## config.mk

```make
export PLATFORM = sky130hd
export DESIGN_NAME = sm_insertion_scheduler
export DESIGN_NICKNAME = d
export VERILOG_FILES = /design/src/rtl/sm_sched_pkg.sv /design/src/rtl/sm_extreme_finder.sv /design/src/rtl/sm_insertion_scheduler.sv
export SDC_FILE = /design/constraint.sdc
export NUM_CORES = 1
export LEC_CHECK = 0
export CAP_MARGIN = 20
export CELL_PAD_IN_SITES_DETAIL_PLACEMENT = 0
export CELL_PAD_IN_SITES_GLOBAL_PLACEMENT = 2
export CORE_MARGIN = 10
export CORE_UTILIZATION = 37
export CTS_BUF_LIST = sky130_fd_sc_hd__clkbuf_4
export DETAILED_ROUTE_END_ITERATION = 16
export PLACE_DENSITY = 0.86
export SYNTH_ARGS = -nofsm -noshare
export SYNTH_HDL_FRONTEND = slang
export SYNTH_HIERARCHICAL = 1
export SYNTH_SLANG_ARGS = --single-unit
```

## constraint.sdc

```tcl
create_clock -name clk -period 10.68 [get_ports clk]
set_clock_uncertainty 0.1 [all_clocks]
set_input_delay 3.204 -clock clk [delete_from_list [all_inputs] [get_ports clk]]
set_output_delay 3.204 -clock clk [all_outputs]
set_load 0.01 [all_outputs]
```

## src/rtl/sm_sched_pkg.sv

```systemverilog
// Shared types and helpers for the MMC arm insertion scheduler.
// Holds the controller state encoding, the insertion-count width helper
// and a voltage extractor for the packed capacitor-voltage bus.
package sm_sched_pkg;

  typedef enum logic [1:0] {
    ST_IDLE   = 2'd0,
    ST_SELECT = 2'd1,
    ST_FINISH = 2'd2
  } sm_state_e;

  // Upper bounds for the generic voltage extractor below.
  localparam int SM_BUS_MAX = 512;
  localparam int SM_V_MAX   = 32;

  // Width needed to hold an insertion count from 0 to n inclusive.
  function automatic int sm_cw(input int n);
    return $clog2(n + 1);
  endfunction

  localparam int SM_N_DEF  = 5;
  localparam int SM_CW_DEF = sm_cw(SM_N_DEF);

  // Voltage of submodule idx from a zero-extended packed bus of vw-bit fields.
  function automatic logic [SM_V_MAX-1:0] sm_get_v(
    input logic [SM_BUS_MAX-1:0] bus,
    input int unsigned           idx,
    input int unsigned           vw
  );
    logic [SM_BUS_MAX-1:0] sh;
    sh = bus >> (idx * vw);
    return sh[SM_V_MAX-1:0] & ((SM_V_MAX'(1) << vw) - SM_V_MAX'(1));
  endfunction

endpackage

```

## src/rtl/sm_extreme_finder.sv

```systemverilog
// Combinational argmin/argmax over N_SM unsigned voltages.
// Only entries with their valid bit set compete; ties resolve to the
// lowest index in both directions. found is low when no entry is valid.
module sm_extreme_finder
  import sm_sched_pkg::*;
#(
  parameter int N_SM = 5,
  parameter int VW   = 12,
  parameter int IW   = (N_SM > 1) ? $clog2(N_SM) : 1
) (
  input  logic [N_SM*VW-1:0] v_flat,
  input  logic [N_SM-1:0]    valid,
  input  logic               find_max,
  output logic [IW-1:0]      idx,
  output logic               found
);

  logic [SM_BUS_MAX-1:0] bus_ext;
  logic [VW-1:0]         v_arr [N_SM];
  logic [VW-1:0]         best;

  assign bus_ext = SM_BUS_MAX'(v_flat);

  for (genvar gi = 0; gi < N_SM; gi++) begin : g_unpack
    assign v_arr[gi] = VW'(sm_get_v(bus_ext, gi, VW));
  end

  // Linear scan; strict compare keeps the earliest index on ties.
  always_comb begin
    found = 1'b0;
    idx   = '0;
    best  = '0;
    for (int i = 0; i < N_SM; i++) begin
      if (valid[i]) begin
        if (!found || (find_max ? (v_arr[i] > best) : (v_arr[i] < best))) begin
          found = 1'b1;
          best  = v_arr[i];
          idx   = IW'(i);
        end
      end
    end
  end

endmodule

```

## src/rtl/sm_insertion_scheduler.sv

```systemverilog
// Voltage-balancing insertion scheduler for one MMC arm.
// On start, latches the voltages, direction and count, then picks one
// submodule per cycle (lowest voltage when charging, highest when
// discharging) and publishes the finished mask in a single update.
// Optional build macro SM_SCHED_CNT_EN adds a 16-bit wrapping counter of
// published schedules on output sched_cnt.
module sm_insertion_scheduler
  import sm_sched_pkg::*;
#(
  parameter int N_SM = 5,
  parameter int VW   = 12,
  parameter int CW   = sm_cw(N_SM)
) (
  input  logic               clk,
  input  logic               rst_n,
  input  logic               start,
  input  logic [CW-1:0]      n_on,
  input  logic               chg,
  input  logic [N_SM*VW-1:0] v_cap,
  output logic               busy,
  output logic               done,
  output logic [N_SM-1:0]    gate_mask,
  output logic               mask_valid
`ifdef SM_SCHED_CNT_EN
  ,
  output logic [15:0]        sched_cnt
`endif
);

  localparam int IW = (N_SM > 1) ? $clog2(N_SM) : 1;

  localparam logic [1:0] S_IDLE   = ST_IDLE;
  localparam logic [1:0] S_SELECT = ST_SELECT;
  localparam logic [1:0] S_FINISH = ST_FINISH;

  localparam logic [CW-1:0] N_SAT = CW'(N_SM);

  logic [1:0]         state_reg;
  logic [CW-1:0]      rem_reg;
  logic [N_SM-1:0]    sel_reg;
  logic [N_SM*VW-1:0] v_lat_reg;
  logic               chg_reg;
  logic [N_SM-1:0]    gate_mask_reg;
  logic               done_reg;
  logic               mask_valid_reg;

  logic [IW-1:0]      f_idx;
  logic               f_found;
`ifdef SM_SCHED_CNT_EN
  logic [15:0]        cnt_reg;
`endif

  // Candidates are every submodule not yet chosen in this schedule.
  sm_extreme_finder #(
    .N_SM (N_SM),
    .VW   (VW),
    .IW   (IW)
  ) u_finder (
    .v_flat   (v_lat_reg),
    .valid    (~sel_reg),
    .find_max (~chg_reg),
    .idx      (f_idx),
    .found    (f_found)
  );

  // Controller: latch on start, select one entry per cycle, publish, return.
  always_ff @(posedge clk or negedge rst_n) begin
    if (!rst_n) begin
      state_reg      <= S_IDLE;
      rem_reg        <= '0;
      sel_reg        <= '0;
      v_lat_reg      <= '0;
      chg_reg        <= 1'b0;
      gate_mask_reg  <= '0;
      done_reg       <= 1'b0;
      mask_valid_reg <= 1'b0;
`ifdef SM_SCHED_CNT_EN
      cnt_reg        <= '0;
`endif
    end else begin
      case (state_reg)
        S_IDLE: begin
          done_reg <= 1'b0;
          if (start) begin
            v_lat_reg <= v_cap;
            chg_reg   <= chg;
            rem_reg   <= (n_on > N_SAT) ? N_SAT : n_on;
            sel_reg   <= '0;
            state_reg <= S_SELECT;
          end
        end
        S_SELECT: begin
          if (rem_reg != '0) begin
            if (f_found) begin
              sel_reg[f_idx] <= 1'b1;
            end
            rem_reg <= rem_reg - CW'(1);
          end else begin
            gate_mask_reg  <= sel_reg;
            done_reg       <= 1'b1;
            mask_valid_reg <= 1'b1;
            state_reg      <= S_FINISH;
`ifdef SM_SCHED_CNT_EN
            cnt_reg        <= cnt_reg + 16'd1;
`endif
          end
        end
        S_FINISH: begin
          done_reg  <= 1'b0;
          state_reg <= S_IDLE;
        end
        default: begin
          done_reg  <= 1'b0;
          state_reg <= S_IDLE;
        end
      endcase
    end
  end

  assign busy       = (state_reg != S_IDLE);
  assign done       = done_reg;
  assign gate_mask  = gate_mask_reg;
  assign mask_valid = mask_valid_reg;
`ifdef SM_SCHED_CNT_EN
  assign sched_cnt  = cnt_reg;
`endif

endmodule
```

==> flow_summary.json <==
{
  "cp_max_fo": 17,
  "drt_iter0_markers": 175,
  "core_area_sq_um": 13800,
  "min_path_type": "reg2reg",
  "grt_pass1_wl_um": 21500,
  "slew_headroom_pct": 36.3,
  "antenna_cells": 0,
  "ys_types": 63,
  "vias": 3867,
  "cp_data_required_time_ns": 10.98,
  "maxSlewViolCount": 0,
  "busiest_layer": "met2",
  "cp-end-kind": "flip-flop",
  "area_growth_pct": 18.4,
  "synth_warnings": 6,
  "syn-num-nets": 587,
  "vias_per_cell": 5.33,
  "synth-edff-count": 0,
  "cp.depth": 36,
  "ys_ff_latch": 78,
  "max_stage_delay_ns": 0.67,
  "cp_slowest_cell": "o31ai_2",
  "crit_top_cell": "a21oi_1",
  "netlist_area_sq_um": 5190,
  "clock_path_buffers": 2,
  "grt_max_degree": 79,
  "yosysTopAreaCell": "dfrtp_1",
  "cp_top_family": "compound AO/OA/AOI/OAI gates",
  "crit_buf_inv": 3,
  "drt-pass1-iter-count": 4,
  "clkLatencyLatePin_ns": 0.47,
  "place_hpwl_um": 10200,
  "hold_path_startpoint": "mask_valid",
  "startpoint_type": "flip-flop",
  "rr_worst_depth": 36,
  "synth_top_area_share_pct": 37.6,
  "finalHoldViolations": 0,
  "start_util_pct": 37.5,
  "largest_reg_flops": 60,
  "ys.flop_type": "dfrtp_1",
  "grt_usage_pct": 13.6,
  "rsz0062_at_grt": "false",
  "tightestPinTransition_ns": 0.956,
  "htree_levels": 3,
  "dieWidth_um": 138,
  "fin_setup_tns_ns": 0,
  "status": "completed",
  "syn_inst": 470,
  "cts_resized": 0,
  "gr-usage-met2_pct": 22.0,
  "ant_nets": 0,
  "avgRoutedWirePerCell_um": 17.8,
  "synth_common_cells": "78 x dfrtp_1, 50 x ha_1, 44 x mux2_2",
  "cap_violations": 0,
  "drcViolationCount": 0,
  "cts_tree": "yes",
  "synth_most_common_cell": "dfrtp_1",
  "worst-setup-path-type": "reg2reg",
  "overflow": 0,
  "grt_antenna_before_repair": 0,
  "fp.dieArea_sq_um": 19200,
  "clock-sinks": 78,
  "endpoint": "sel_reg[3]",
  "io_buffers": 74,
  "max_clock_freq_mhz": 103,
  "gp_congestion": 0.905,
  "finalCritPeriodShare_pct": 91.2,
  "cp.arrival_ns": 10.04,
  "die_h_um": 138,
  "nets": 657,
  "setup.worst_path.start": "sel_reg[0]",
  "setup_viol": 0,
  "r2r-start": "sel_reg[0]",
  "cts_root_buf": "clkbuf_4",
  "numCtsBuffers": 9,
  "hold_buffers": 0,
  "synthTopCellsByArea": "dfrtp_1 38%, ha_1 12%, mux2_2 9.6%",
  "post_cts_buffers": 0,
  "cts.clk_slew.worst_paths_ns": 0.12,
  "avgSynthCellArea_sq_um": 11.0,
  "r2r_slack_ns": 0.94,
  "period_needed_ns": 9.74,
  "grt_pass1_vias": 4064,
  "io_pins": 75,
  "r2r_end": "sel_reg[3]",
  "use_met1_pct": 17.2,
  "ys_seq_area_share_pct": 37.6,
  "rows": 43,
  "wl_um": 12900,
  "layout-drive-gt1-share_pct": 19.1,
  "met3_usage_pct": 3.90,
  "async_flop_share_pct": 100
}
[per-layer routing]
layer | wire (um) | share of wire [%] | up-vias
li1 | - | - | 1885
met1 | 6080 | 47 | 1881
met2 | 6090 | 47 | 92
met3 | 622 | 4.8 | 9
met4 | 140 | 1.1 | 0
met5 | 0 | 0 | -
[cell families after synthesis]
| kind of cell | after synthesis | share of synthesized area (%) |
|---|---|---|
| AO/OA/AOI/OAI | 98 | 13.7 |
| adder cells (fa/ha/maj) | 50 | 12.1 |
| buffers and inverters | 47 | 5.21 |
| flip-flops | 78 | 37.6 |
| multiplexers | 79 | 18.8 |
| AND/OR/NAND/NOR | 118 | 12.6 |
[cell usage in the layout (no fill, tap or decap), types with 4 or more instances in the layout]
cell / instances
nand3b_1: 7
a21o_1: 7
clkbuf_4: 10
clkdlybuf4s50_1: 73
nand2_1: 32
nor2_1: 19
mux2_4: 25
inv_1: 29
nand3_1: 6
mux2_2: 44
nand4_1: 12
o21ai_0: 4
or2_1: 4
o31ai_1: 7
nor2b_1: 5
dfrtp_1: 78
a21oi_1: 32
o22ai_1: 6
a211oi_1: 4
a311o_1: 5
ha_1: 50
nand2b_1: 4
o211ai_1: 9
mux2i_1: 7
nor3_1: 6
[per-stage QoR]
| step | utilization [%] | instance area (sq um) | setup WS, ns | hold WS, ns | cells |
|---|---|---|---|---|---|
| 3_5_place_dp | 43.5 | 6010 | 1.10 | 0.356 | 709 |
| 4_1_cts | 44.4 | 6140 | 1.03 | 0.387 | 725 |
| 6_report | 44.4 | 6140 | 0.939 | 0.379 | 725 |
| 5_1_grt | 44.4 | 6140 | 0.184 | 0.418 | 725 |
| 3_3_place_gp | 43.5 | 6010 | 1.27 | 0.358 | 709 |
| 2_1_floorplan | - | 5190 | 2.14 | 0.374 | 470 |
[worst min path at each step]
stage	end	slack [ns]	depth (start not counted)
finish	mask_valid	0.38	1
global route	mask_valid	0.42	1
CTS	mask_valid	0.39	1
detailed placement	mask_valid	0.36	1
global placement	mask_valid	0.36	1
floorplan	v_lat_reg[0]	0.37	1
[area by class of cell]
class                           instances  area [sq um]
Clock inverter                          6          52.6
Tap cell                              180           225
Fill cell                            1291          7690
Inverter                               30           113
Multi-Input combinational cell        345          2970
Clock buffer                           10          75.1
Timing Repair Buffer                   76           753
Sequential cell                        78          1950
Power is left out: the tool's default activity adds up to more than one toggle a clock period on the data nets, which glitch-free logic cannot reach.
==> edit 1 (config.mk and constraints unchanged) <==
`VW` is set to 12 in 2 places; all go to 6.
--- a/src/rtl/sm_extreme_finder.sv
+++ b/src/rtl/sm_extreme_finder.sv
@@ -6,5 +6,5 @@
 #(
   parameter int N_SM = 5,
-  parameter int VW   = 12,
+  parameter int VW   = 6,
   parameter int IW   = (N_SM > 1) ? $clog2(N_SM) : 1
 ) (
--- a/src/rtl/sm_insertion_scheduler.sv
+++ b/src/rtl/sm_insertion_scheduler.sv
@@ -9,5 +9,5 @@
 #(
   parameter int N_SM = 5,
-  parameter int VW   = 12,
+  parameter int VW   = 6,
   parameter int CW   = sm_cw(N_SM)
 ) (
Ports: changed (resized v_cap); port bits go from 75 to 45. No check against the original RTL was run, so the function may have changed too.
==> edit 1 against the original RTL <==
- area after synthesis shrank 42%
- worst setup slack improved by 1.6 ns
- utilization is 1.5 points higher
- sequential cell count decreased by 30
- routed wire length decreased by 50%
- final area shrank 42%
- synthesized cell count decreased by 40%
- die area fell by 37%
- non-clock buffer count fell by 31
- via count shrank 44%
- critical endpoint is now sel_reg[4]$_DFFE_PN0P_
- largest cell class unchanged
Power is not shown: default switching activity piles up to over one toggle a cycle in this logic, so the estimate is an artifact.
==> edit 1: results <==
run_status:
  status: "finished, final reports clean"
layout:
  largest_register_ffs: 30
  fin_nets: 387
  n_fill_cell: 756
  layout-drive-gt1-share: 0.1108
  regArea_um2: 1201
  diodes: 0
  layout.cells.non_filler: 427
drt:
  drt_first_iter_violations: 39
  dr.pass1.iters: 4
  top_layer: "met4"
  wl_per_cell_um: 15.19
  wl_met3_um: 287
  wl_met1_um: 3051
  viasPerCell: 5.030
  wl_met2_um: 3079
clock_network:
  clockBufferDepth: 2
  numCtsBuffers: 5
  htreeDepth: 2
  post_cts_buffers: 0
  clkSlewWorstSetupHoldPaths_ns: 0.14
  cts-root-buf: "clkbuf_4"
  cts_resized: 0
  clock_latency_ns: 0.37
synthesis:
  async_flop_share: 1.000
  ys_seq_area_frac: 0.4005
  synth_common_cells: "dfrtp_1, inv_1, ha_1, mux2_1, nor2_1"
  syn-instance-count: 280
  muxShareOfSynthArea: 0.1752
  synth_warnings: 6
  synth_compound_area_frac: 0.1193
  yosys.area_share.adder: 0.1085
  yosys-top-cells-area: "dfrtp_1, ha_1, mux2_1, mux2_2, mux2i_1"
  syn-num-nets: 343
  yosysUniqueCellTypes: 46
grt:
  grt_pass1_wl_um: 10980
  grt.met3_usage: 0.02554
  grtUsageTotal: 0.1125
  grt_pass1_vias: 2265
  grt_use_met1: 0.1500
  use_met2: 0.1774
  antenna_found_initial: 0
  grt_max_degree: 49
place:
  hpwl_um: 5084
  portBuffers: 44
  place_congestion: 0.8132
  place_area_um2: 3482
  dp.cells: 418
  pre_cts_slack_ns: 2.502
critical_path:
  cp_slowest_stage_delay_ns: 0.50
  crit_fanout: 14
  slowest_stage: "o21ai_2"
timing:
  slew_headroom: 0.5969
min_path:
  hp-class: "reg -> reg"
## edit 1: cell count changes after synthesis, moves of 8 or more
cell      before  now
mux2_2        44   13
mux2_4        25    0
dfrtp_1       78   48
nand4_1       12    4
mux2_1         3   23
o31ai_1        8    0
ha_1          50   26
nand2_1       32   14
o211ai_1       9    1
a21oi_1       32   16
## edit 1: worst paths after layout
path | from | to | slack [ns] | cells after the start
setup / recovery | sel_reg[0]$_DFFE_PN0P_ | sel_reg[4]$_DFFE_PN0P_ | 2.53 | 32
hold / removal | mask_valid$_DFFE_PN0P_ | mask_valid$_DFFE_PN0P_ | 0.39 | 1
setup reg to reg | sel_reg[0]$_DFFE_PN0P_ | sel_reg[4]$_DFFE_PN0P_ | 2.53 | 32
hold reg to reg | mask_valid$_DFFE_PN0P_ | mask_valid$_DFFE_PN0P_ | 0.39 | 1
max in group asynchronous | rst_n | sel_reg[0]$_DFFE_PN0P_ | 7.27 | 2
min in group asynchronous | rst_n | v_lat_reg[25]$_DFFE_PN0P_ | 2.68 | 1
## edit 1: worst max-delay path, delay by kind of cell (launching register included)
kind	cells	cell delay [ns]
DFF	1	0.41
AOI/OAI and AO/OA	15	3.54
adders and majority gates	4	1.19
and+or+nand+nor	9	1.98
muxes	2	0.58
buffers and inverters	2	0.28
## edit 1: final cells by class
type                            count  area share
Inverter                           32     0.03353
Clock inverter                      2    0.009780
Tap cell                          102     0.03563
Timing Repair Buffer               45      0.1271
Sequential cell                    48      0.3353
Clock buffer                        6     0.01257
Multi-Input combinational cell    192      0.4460
==> edit 2 (config.mk and constraints unchanged) <==
Without the edit above. Make the reset (`rst_n`) synchronous in one clocked block.
--- a/src/rtl/sm_insertion_scheduler.sv
+++ b/src/rtl/sm_insertion_scheduler.sv
@@ -65,5 +65,5 @@
 
   // Controller: latch on start, select one entry per cycle, publish, return.
-  always_ff @(posedge clk or negedge rst_n) begin
+  always_ff @(posedge clk) begin
     if (!rst_n) begin
       state_reg      <= S_IDLE;
Formal check against the unedited RTL: differs if rst_n is asserted again (counterexample within 4 cycles, from zero or initial values and one cycle with rst_n low); with rst_n held inactive, the same outputs for 4 cycles.
==> edit 2 against the original RTL <==
- global-route usage rose by 2.2 points
- routed wire length rose by 11%
- area after synthesis fell by 2.7%
- sequential share of layout area down 5.7 points
- sequential cell count did not move
- utilization up 0.53 points
- worst setup slack better by 0.35 ns
- final area shrank 2.7%
==> edit 2: results <==
layout:
  clock_area_frac: 0.01947
  multi_input_area_um2: 3172
  buf_share: 0.1327
  nonClockBufferCount: 79
  regArea_um2: 1562
  n_fill_cell: 1386
  layout.cells.non_filler: 852
  area_growth_pct: 18.36
  multi_input_area_share: 0.5308
  multi_input_gates: 473
  layout-drive-gt1-share: 0.06213
  fin_nets: 788
run_status:
  status: "finished, final reports clean"
place:
  hpwl_um: 11300
  place_congestion: 0.8960
  dp.cells: 836
critical_path:
  cp_slowest_stage_delay_ns: 0.59
  r2r-start: "sel_reg[0]$_SDFFE_PN0P_"
  crit_fanout: 21
  rr_worst_depth: 34
  critPathLaunch: "sel_reg[0]$_SDFFE_PN0P_"
timing:
  fin_crit_sh: 0.8788
synthesis:
  async_flop_share: 0
  synthFlopType: "dfxtp_1"
  ys_seq_area_frac: 0.3093
  yosysUniqueCellTypes: 60
  syn-instance-count: 614
min_path:
  worstHoldPathCells: 2
  worstHoldEndpoint: "v_lat_reg[0]$_SDFFE_PN0P_"
  hp-start: "v_lat_reg[0]$_SDFFE_PN0P_"
grt:
  grtUsageTotal: 0.1587
  grt_pass1_wl_um: 23520
drt:
  wl_per_cell_um: 16.83
  viasPerCell: 5.147
clock_network:
  clkSlewWorstSetupHoldPaths_ns: 0.14
## edit 2: cell types whose count changed after synthesis, sizes merged, moves of 3 or more
cell	change
nand2	+125
mux2i	+4
a21boi	+61
dfrtp	-78
nor2	-7
buf	+8
nor3b	+3
clkbuf	+8
nor2b	+6
and2	+3
mux2	-66
a21oi	-5
dfxtp	+78
## edit 2: per-layer routing
metal  up-vias  track usage  wire length, um
met1      1986       0.2164             7051
met3        19      0.04509              945
met4         0      0.05913              315
met5         -            0                0
li1       2275            -                -
met2       105       0.2319             6023
## edit 2: cell families (layout without fill, tap and decap cells)
logic type      Yosys count  count (layout)  synth area share
flops                    78              78            0.3093
buf+inv                  63             125           0.06468
simple gates            246             246            0.2263
mux                      17              17           0.03891
fa+ha+maj                50              50            0.1239
compound gates          160             160            0.2369
